**src/rtl/ysyx_23060221_ifu.sv**
```systemverilog
// ysyx_23060221_ifu: instruction fetch unit for the multi-cycle core.
//
// Accepts the next PC from writeback (wbu_valid/ifu_ready). It fetches that
// word over an AXI-lite style read channel (ar*/r*). It then hands the
// instruction, its PC and an error flag to decode (ifu_valid/idu_ready).
// The first fetch after reset goes to RESET_PC without waiting for
// writeback. A misaligned PC never reaches memory. It is reported straight
// away as a faulted fetch.
//
// Ports:
//   clk, rst                 clock and asynchronous active-high reset
//   wbu_valid, pc_in         next PC offered by writeback
//   ifu_ready                high only while waiting for the next PC
//   mem_araddr, mem_arvalid  read address channel (driven)
//   mem_arready              read address accepted by memory
//   mem_rdata, mem_rresp     read data / response (2'b00 = OKAY)
//   mem_rvalid, mem_rready   read data handshake
//   inst, inst_pc, fetch_err fetched word, its PC and fault flag
//   ifu_valid, idu_ready     handshake towards decode
module ysyx_23060221_ifu #(
    parameter int                ADDR_W   = 32,
    parameter int                DATA_W   = 32,
    parameter logic [ADDR_W-1:0] RESET_PC = 32'h8000_0000
) (
    input  logic              clk,
    input  logic              rst,
    input  logic              wbu_valid,
    output logic              ifu_ready,
    input  logic [ADDR_W-1:0] pc_in,
    output logic [ADDR_W-1:0] mem_araddr,
    output logic              mem_arvalid,
    input  logic              mem_arready,
    input  logic [DATA_W-1:0] mem_rdata,
    input  logic [1:0]        mem_rresp,
    input  logic              mem_rvalid,
    output logic              mem_rready,
    output logic [DATA_W-1:0] inst,
    output logic [ADDR_W-1:0] inst_pc,
    output logic              ifu_valid,
    input  logic              idu_ready,
    output logic              fetch_err
);

    typedef enum logic [2:0] {
        BOOT,
        AR,
        R,
        OUT,
        IDLE
    } state_t;

    state_t            state;
    state_t            state_next;
    logic [ADDR_W-1:0] pc_reg;

    always_ff @(posedge clk or posedge rst) begin
        if (rst) begin
            state <= BOOT;
        end else begin
            state <= state_next;
        end
    end

    // Each state's outgoing handshake signal is high for the whole state.
    // That makes the raw input alone enough to decide every transition.
    always_comb begin
        state_next = state;
        case (state)
            BOOT:    state_next = AR;
            AR:      if (mem_arready) state_next = R;
            R:       if (mem_rvalid) state_next = OUT;
            OUT:     if (idu_ready) state_next = IDLE;
            IDLE: begin
                if (wbu_valid) begin
                    state_next = (pc_in[1:0] == 2'b00) ? AR : OUT;
                end
            end
            default: state_next = BOOT;
        endcase
    end

    // The handshake outputs are registered copies of the next-state decode.
    // Each one is therefore high exactly while the FSM sits in its state.
    // arvalid (AR) and rready (R) can never be high together.
    always_ff @(posedge clk or posedge rst) begin
        if (rst) begin
            ifu_ready   <= 1'b0;
            mem_arvalid <= 1'b0;
            mem_rready  <= 1'b0;
            ifu_valid   <= 1'b0;
            fetch_err   <= 1'b0;
            pc_reg      <= RESET_PC;
            mem_araddr  <= RESET_PC;
            inst_pc     <= RESET_PC;
            inst        <= '0;
        end else begin
            ifu_ready   <= (state_next == IDLE);
            mem_arvalid <= (state_next == AR);
            mem_rready  <= (state_next == R);
            ifu_valid   <= (state_next == OUT);
            case (state)
                R: begin
                    if (mem_rvalid) begin
                        inst      <= mem_rdata;
                        inst_pc   <= pc_reg;
                        fetch_err <= (mem_rresp != 2'b00);
                    end
                end
                OUT: begin
                    if (idu_ready) begin
                        fetch_err <= 1'b0;
                    end
                end
                IDLE: begin
                    if (wbu_valid) begin
                        pc_reg     <= pc_in;
                        mem_araddr <= pc_in;
                        // A misaligned PC skips memory and is reported as a
                        // faulted fetch with an all-zero instruction.
                        if (pc_in[1:0] != 2'b00) begin
                            inst      <= '0;
                            inst_pc   <= pc_in;
                            fetch_err <= 1'b1;
                        end
                    end
                end
                default: ;
            endcase
        end
    end

endmodule
```
**config.mk**
```make
export PLATFORM = sky130hd
export DESIGN_NAME = ysyx_23060221_ifu
export DESIGN_NICKNAME = d
export VERILOG_FILES = /design/src/rtl/ysyx_23060221_ifu.sv
export SDC_FILE = /design/constraint.sdc
export NUM_CORES = 1
export LEC_CHECK = 0
export ABC_AREA = 1
export CAP_MARGIN = 10
export CORE_ASPECT_RATIO = 0.5
export CORE_UTILIZATION = 45
export DETAILED_ROUTE_END_ITERATION = 16
export PLACE_DENSITY_LB_ADDON = 0.25
export SYNTH_ARGS = -nofsm -noshare
export SYNTH_HDL_FRONTEND = slang
export SYNTH_SLANG_ARGS = --single-unit
```
**constraint.sdc**
```tcl
create_clock -name clk -period 4.5 [get_ports clk]
set_clock_uncertainty 0.2 [all_clocks]
set_input_delay 0.675 -clock clk [delete_from_list [all_inputs] [get_ports clk]]
set_output_delay 0.675 -clock clk [all_outputs]
set_load 0.01 [all_outputs]
```
Yosys cells after proc, flatten, opt, wreduce, memory -nomap -nowiden
Cells that the tools add are included.

word-level totals
  register bits = 104
  logic and storage cells = 49
  bits of input ports = 72
  output and inout port bits = 101

cells by class
  reductions and logical operators = 9
  eq/ne operators = 12
  multiplexer cells = 19

operator list
  kind                                           number
  2-to-1 mux 32 bit                              6
  one-hot mux 32 bit (2 select lines)            2
  one-hot mux 3 bit (5 select lines)             1
  == test 3 x 2 -> 1 bit, second input constant  4
  2-to-1 mux 3 bit                               4
  != test 2 bit, second input constant           4
  == test 3 x 1 -> 1 bit, second input constant  2
  == test 3 bit, second input constant           2
  nonzero test 2 bit                             3
  AND reduction 5 bit                            1
  2-to-1 mux 1 bit                               4
  AND reduction 4 bit                            1
  logical NOT 3 bit                              1
  one-hot mux 1 bit (3 select lines)             1
  nonzero test 3 bit                             1
  logical NOT 2 bit                              1
  2-to-1 mux 2 bit                               1
  AND reduction 2 bit                            1

Depth between registers and ports, before layout
Gate-level depths: netlist (run 1).

  depth after elaboration = 5
  depth in mapped cells = 9
  depth with buffers taken out = 8

Least setup slack after synthesis (run 1)
OpenSTA, ideal clock, no wires.

  kind = input to register
  start = in wbu_valid
  end = reg inst[19]
  library setup time = 117 ps
  stages on the path = 8
  arrival time = 1444 ps
  required time = 4183 ps
  path slack = 2739 ps
  buffers on the path = 2
  path through = inv_1 nand3_1 nand2_1 inv_2 buf_6 buf_6 nand3b_1 nand2_1

on the way
  longest elaborated chain between the ends = 2

RTL lines
  what                                  RTL line  RTL
  start, declared                       27        input logic wbu_valid,
  != test 2 bit (no source line)        n/a
  AND reduction 4 bit (no source line)  n/a
  end signal, assigned                  104       inst <= mem_rdata;
  end, declared                         37        output logic [DATA_W-1:0] inst,

Every way passes these cells.
A chain may end at the register's enable or synchronous reset.

Worst setup path after layout (run 1)
  start = reg state[1]
  end = reg inst[10]

on the way
  longest elaborated chain between the ends = 3
  elaborated cells between the ends (all ways) = 8
  those cells by class = eq/ne: 5; mux: 1; reduce/logical: 2

RTL lines
  what                                                                         RTL line  RTL
  start, declared                                                              52        state_t state;
  start signal, assigned                                                       60        state <= state_next;
  == test 3 bit / == test 3 x 2 -> 1 bit (equally long branches)               101       case (state)
  != test 2 bit (no source line) / nonzero test 2 bit (equally long branches)  n/a
  AND reduction 4 bit (no source line)                                         n/a

Several ways; a longest one is shown, not always the timed one.

==> impl_metrics.csv, run 1 <==
group,metric,value,unit
sta,postLayoutSetupSlackWorst,1460,ps
finish,fillers,889,
cts,clock-sinks,104,
cts,path_clk_slew,70,ps
detailed_routing,detailedRoute.firstIterationViolations,198,
grt,number_of_global_route_vias_before_repair,4017,
cts,root_buffer,"clkbuf_16",
floorplan,row_count,26,
logic_synthesis,synthesis.instances,597,
detailed_routing,postRouteWirelength,12200,µm
cts,tritoncts,"yes",
detailed_routing,post_drt_via_cell_ratio,4.83,
critical_path,timing.critical_path.fanout_max,87,
finish,seqCellArea,2610,µm²
grt,wire_length_of_the_first_global_routing_pass,19600,µm
cts,htree_levels,3,
logic_synthesis,synth-seq-area-share,54.0,%
detailed_routing,drc_violation_count_after_routing,0,
logic_synthesis,main_combinational_cell_family_by_area_after_synthesis,"simple AND/OR/NAND/NOR gates",
floorplan,design.core.area,10300,µm²
logic_synthesis,area_fraction_in_and_or_nand_and_nor_cells_after_synthesis,34.2,%
sta,grt_setup_unrepaired,"no",
logic_synthesis,ys.warnings.count,0,
detailed_routing,detailroute.via_count,4314,
sta,tightestPinTransition,894,ps
sta,period_minus_slack,3040,ps
logic_synthesis,yosysUniqueCellTypes,19,
detailed_routing,first_pass_iters,5,
finish,multi_input_area,1860,µm²
critical_path,worst_setup_path_class,"flop to flop",
sta,final-max-slew-violation-count,0,
sta,fin_worst_hold_slack,268,ps
floorplan,initial_core_util,46.7,%
cts,cts.repair.resized,0,
detailed_routing,ant_nets,0,
sta,final-hold-violation-count,0,
grt,grt_antenna_before_repair,0,
logic_synthesis,synth.mux.area_fraction,0,%
worst_hold_path,min-delay-path-class,"flop to flop",
cts,max-clock-path-buffers,2,
floorplan,io_pins,173,
logic_synthesis,syn-cell-area,4820,µm²
floorplan,die_height,75.2,µm
sta,achievable-frequency,0.329,GHz
grt,grt_max_degree,88,
logic_synthesis,synthTopCellsByArea,"dfrtp_1 53%, nand2_1 23%, nand3b_1 5.0%, nand3_1 4.0%, o21ai_0 3.9%",
floorplan,fp.dieArea,11200,µm²
critical_path,critical_path_required,4520,ps
finish,fin_nets,821,
sta,max_slew_margin,40.4,%
finish,antenna-diode-count,0,
cts,post_cts_hold_buffer_count,0,
sta,setup_violations,0,
logic_synthesis,synthDominantAreaCellType,"dfrtp_1",
pwr,power,4.76,mW
placed_design,place.detailed.instances,878,
critical_path,setup.worst_path.end_class,"flop",
sta,period_share,67.6,%
finish,postLayoutCellArea,6870,µm²
cts,insertion_delay_to_the_later_sink_of_the_worst_skew_pair,340,ps
pwr,static-leakage-power,3.50,nW
floorplan,die_width,148,µm
cts,post-cts-setup-buffers,0,
placed_design,hpwl,8380,µm
flow_run,max-cap-violations,0,
logic_synthesis,postSynthRegisterBits,104,
outcome,outcome,"complete, no violations",
cts,tritoncts.num_buffers,9,
logic_synthesis,synth_largest_type_area_fraction,52.9,%
logic_synthesis,avgSynthCellArea,8.08,µm²
critical_path,critical_path_arrival,3060,ps
grt,global_route_overflow,0,
finish,layout.cells.non_filler,894,
logic_synthesis,fraction_of_the_mapped_netlist_area_in_adder_cells,0,%
pwr,power.density_cell_area,692,nW/µm²
critical_path,critical_path.startpoint_type,"flop",
placed_design,port-buffer-count,172,
finish,final_core_util,66.6,%
detailed_routing,wl_per_cell,13.7,µm
grt,groute.usage.overall,22.6,%
finish,final_layout_size_suffix_gt1_share,4.24,%
pwr,power.ir.vdd_worst,0.319,mV
placed_design,gp_routability_congestion,0.807,
sta,setup_total_negative_slack,0,ps
logic_synthesis,mappedNetlistNets,669,
logic_synthesis,synth_xor_area_share,0,%
placed_design,dpl-instance-area,6530,µm²
finish,area_growth,42.5,%
placed_design,dp_worst_setup_slack,1420,ps
logic_synthesis,synth_area_in_compound_gates,4.28,%
-- worst paths after layout --
kind	start	to	slack, ps	cells past startpoint
worst max-delay path	state[1]	inst[10]	1460	7
worst min-delay path	inst_pc[21]	inst_pc[21]	270	2
worst max register to register	state[1]	inst[10]	1460	7
worst min register to register	inst_pc[21]	inst_pc[21]	270	2
max in group asynchronous	rst	inst[17]	2670	3
min in group asynchronous	rst	inst_pc[7]	610	2
-- metal layers --
metal	up-vias	wire, µm	global-route usage, %
met1	2038	5610	29.5
met5	-	0	0
met4	0	70	4.47
met2	105	5890	39.2
li1	2163	-	-
met3	8	667	5.33
-- cell usage in the layout, fill, tap and decap left out, types with 2 or more instances in the layout --
| master | synthesis | layout |
|---|---|---|
| nand2_1 | 297 | 297 |
| clkdlybuf4s50_1 | 0 | 172 |
| dfrtp_1 | 102 | 102 |
| nand3_1 | 39 | 39 |
| o21ai_0 | 38 | 38 |
| nand3b_1 | 32 | 32 |
| inv_1 | 30 | 29 |
| nor2_1 | 9 | 9 |
| clkbuf_16 | 0 | 9 |
| buf_4 | 6 | 5 |
| inv_2 | 3 | 3 |
| bufinv_16 | 0 | 3 |
| nor2_4 | 2 | 2 |
| nand2_4 | 2 | 2 |
| nand4_1 | 2 | 2 |
| inv_6 | 0 | 2 |
| dfstp_2 | 2 | 2 |
-- Yosys cell counts --
| master | count |
|---|---|
| nand2_1 | 297 |
| dfrtp_1 | 102 |
| nand3_1 | 39 |
| o21ai_0 | 38 |
| nand3b_1 | 32 |
| inv_1 | 30 |
| buf_2 | 16 |
| nor2_1 | 9 |
| buf_6 | 8 |
| buf_4 | 6 |
| clkbuf_1 | 6 |
| inv_2 | 3 |
| dfstp_2 | 2 |
| nand2_4 | 2 |
| nand4_1 | 2 |
| nor2_4 | 2 |
| nor2_2 | 1 |
| o21ai_2 | 1 |
| o21bai_1 | 1 |
-- power breakdown --
group          switching [mW]  internal (mW)  total, mW  leakage, nW
Clock                   0.345          0.548      0.893        0.164
Combinational            1.11           1.10       2.20         2.03
Sequential              0.286           1.37       1.66         1.32
Total                    1.74           3.02       4.76         3.50
-- kinds of logic (layout without fill, tap and decap cells) --
| family | Yosys count | after routing |
|---|---|---|
| compound gates | 40 | 40 |
| buf+inv | 69 | 226 |
| simple gates | 384 | 384 |
| flops | 104 | 104 |
-- area by class of cell --
class / instances / area share, %
well taps: 140 / 2.55
clock inverters: 6 / 1.68
inverters: 33 / 1.84
clock buffers: 10 / 3.33
flip-flops and latches: 104 / 37.9
multi-input cells: 424 / 27.1
repair buffers: 177 / 25.6
-- critical path, stage by stage (launching register included) --
cell     delay [ps]
dfrtp_1         430
nor2_4          180
nand2_4         480
o21ai_4         520
buf_4           370
nand2_4         430
nand2_1         210
nand2_1          70
Note: power is estimated with default switching activity, not from simulation.
==> run 2, diff against run 1 <==
- clock period: 4.5 -> 3.1 ns (I/O delays scaled with it)
==> impl_metrics.csv, run 2 (same netlist as run 1, synthesis figures left out) <==
group,metric,value,unit
sta,period_minus_slack,2200,ps
sta,tightestPinTransition,789,ps
detailed_routing,post_drt_via_cell_ratio,4.90,
floorplan,row_count,26,
sta,setup_violations,0,
finish,most_frequent_standard_cell_in_the_layout_excluding_fill_and_tap_cells,"nand2_1",
pwr,power.ir.vdd_worst,0.513,mV
grt,grt_antenna_before_repair,0,
pwr,power.density_cell_area,979,nW/µm²
floorplan,die_width,148,µm
finish,final_layout_size_suffix_gt1_share,4.37,%
critical_path,worst_setup_path_class,"flop to flop",
sta,fin_worst_hold_slack,272,ps
detailed_routing,detailroute.via_count,4383,
cts,root_buffer,"clkbuf_16",
cts,insertion_delay_to_the_later_sink_of_the_worst_skew_pair,330,ps
detailed_routing,detailedRoute.firstIterationViolations,213,
detailed_routing,postRouteWirelength,12300,µm
grt,number_of_global_route_vias_before_repair,3881,
finish,fillers,892,
sta,final-max-slew-violation-count,0,
cts,post_cts_hold_buffer_count,0,
outcome,outcome,"complete, no violations",
critical_path,timing.critical_path.fanout_max,52,
cts,tritoncts,"yes",
detailed_routing,first_pass_iters,6,
sta,achievable-frequency,0.454,GHz
critical_path,critical_path.startpoint_type,"flop",
grt,groute.usage.overall,22.0,%
finish,multi_input_area,1860,µm²
cts,clock-sinks,104,
detailed_routing,wl_per_cell,13.8,µm
placed_design,hpwl,8000,µm
floorplan,initial_core_util,46.7,%
cts,htree_levels,3,
finish,fin_nets,822,
critical_path,crit_start,"state[1]",
sta,final-hold-violation-count,0,
critical_path,r2r_cells,6,
critical_path,critical_path_required,3170,ps
flow_run,max-cap-violations,0,
cts,path_clk_slew,70,ps
grt,grt_max_degree,105,
placed_design,port-buffer-count,172,
sta,grt_setup_unrepaired,"no",
floorplan,fp.dieArea,11200,µm²
critical_path,worst_setup_path_endpoint,"inst_pc[24]",
finish,seqCellArea,2610,µm²
sta,period_share,71.0,%
floorplan,io_pins,173,
finish,most-common-layout-cells,"297 x nand2_1, 172 x clkdlybuf4s50_1, 102 x dfrtp_1",
detailed_routing,drc_violation_count_after_routing,0,
critical_path,worst_r2r_startpoint,"state[1]",
cts,max-clock-path-buffers,2,
critical_path,setup.worst_path.end_class,"flop",
pwr,power,6.69,mW
finish,area_growth,41.7,%
floorplan,die_height,75.2,µm
grt,wire_length_of_the_first_global_routing_pass,19200,µm
sta,max_slew_margin,47.4,%
detailed_routing,ant_nets,0,
cts,tritoncts.num_buffers,9,
placed_design,gp_routability_congestion,0.810,
cts,cts.repair.resized,0,
cts,post-cts-setup-buffers,0,
sta,setup_total_negative_slack,0,ps
critical_path,reg2reg_to,"inst_pc[24]",
finish,antenna-diode-count,0,
worst_hold_path,min-delay-path-class,"flop to flop",
grt,global_route_overflow,0,
critical_path,critical_path_arrival,2270,ps
critical_path,r2r_slack,900,ps
floorplan,design.core.area,10300,µm²
pwr,static-leakage-power,3.47,nW
==> run 2: area by class of cell <==
class,count,area share (%)
clock buffer,11,3.55
clock inverter,5,0.586
inverter,33,1.87
multi-input combinational,424,27.3
sequential,104,38.1
tap,140,2.56
timing repair buffer,178,26.0
==> run 2: report_power, final <==
group / internal, mW / switching, mW / total [mW] / leakage [nW]
registers: 1.99 / 0.403 / 2.39 / 1.32
clock network: 0.572 / 0.490 / 1.06 / 0.128
logic: 1.60 / 1.64 / 3.23 / 2.03
total: 4.16 / 2.53 / 6.69 / 3.47
==> run 2: metrics by stage <==
step	std cells	setup slack (ps)	instance area (µm²)	utilization, %
2_1_floorplan	597	1190	4820	-
3_3_place_gp	879	666	6550	63.5
3_5_place_dp	879	615	6550	63.5
4_1_cts	895	902	6830	66.2
5_1_grt	895	734	6830	66.2
6_report	895	898	6830	66.2
==> run 2: metal layers <==
metal / track usage (%) / wire length, µm
met1: 30.3 / 5840
met2: 36.2 / 5730
met3: 4.85 / 652
met4: 4.93 / 121
met5: 0 / 0
==> run 2: worst min path at each step <==
stage | slack, ps | depth (start not counted) | endpoint | startpoint
floorplan | 270 | 2 | inst_pc[31] | inst_pc[31]
global placement | 250 | 2 | inst_pc[31] | inst_pc[31]
detailed placement | 260 | 2 | inst_pc[23] | inst_pc[23]
CTS | 270 | 2 | inst_pc[31] | inst_pc[31]
global route | 280 | 2 | pc_reg[31] | pc_reg[31]
finish | 270 | 2 | inst_pc[31] | inst_pc[31]
==> run 2: worst max-delay path, stage by stage, from the launching register on <==
cell     delay, ps
dfrtp_1        430
nor2_4         170
nand2_4        260
o21ai_4        280
buf_4          510
nand3_1        150
nand2_1        100
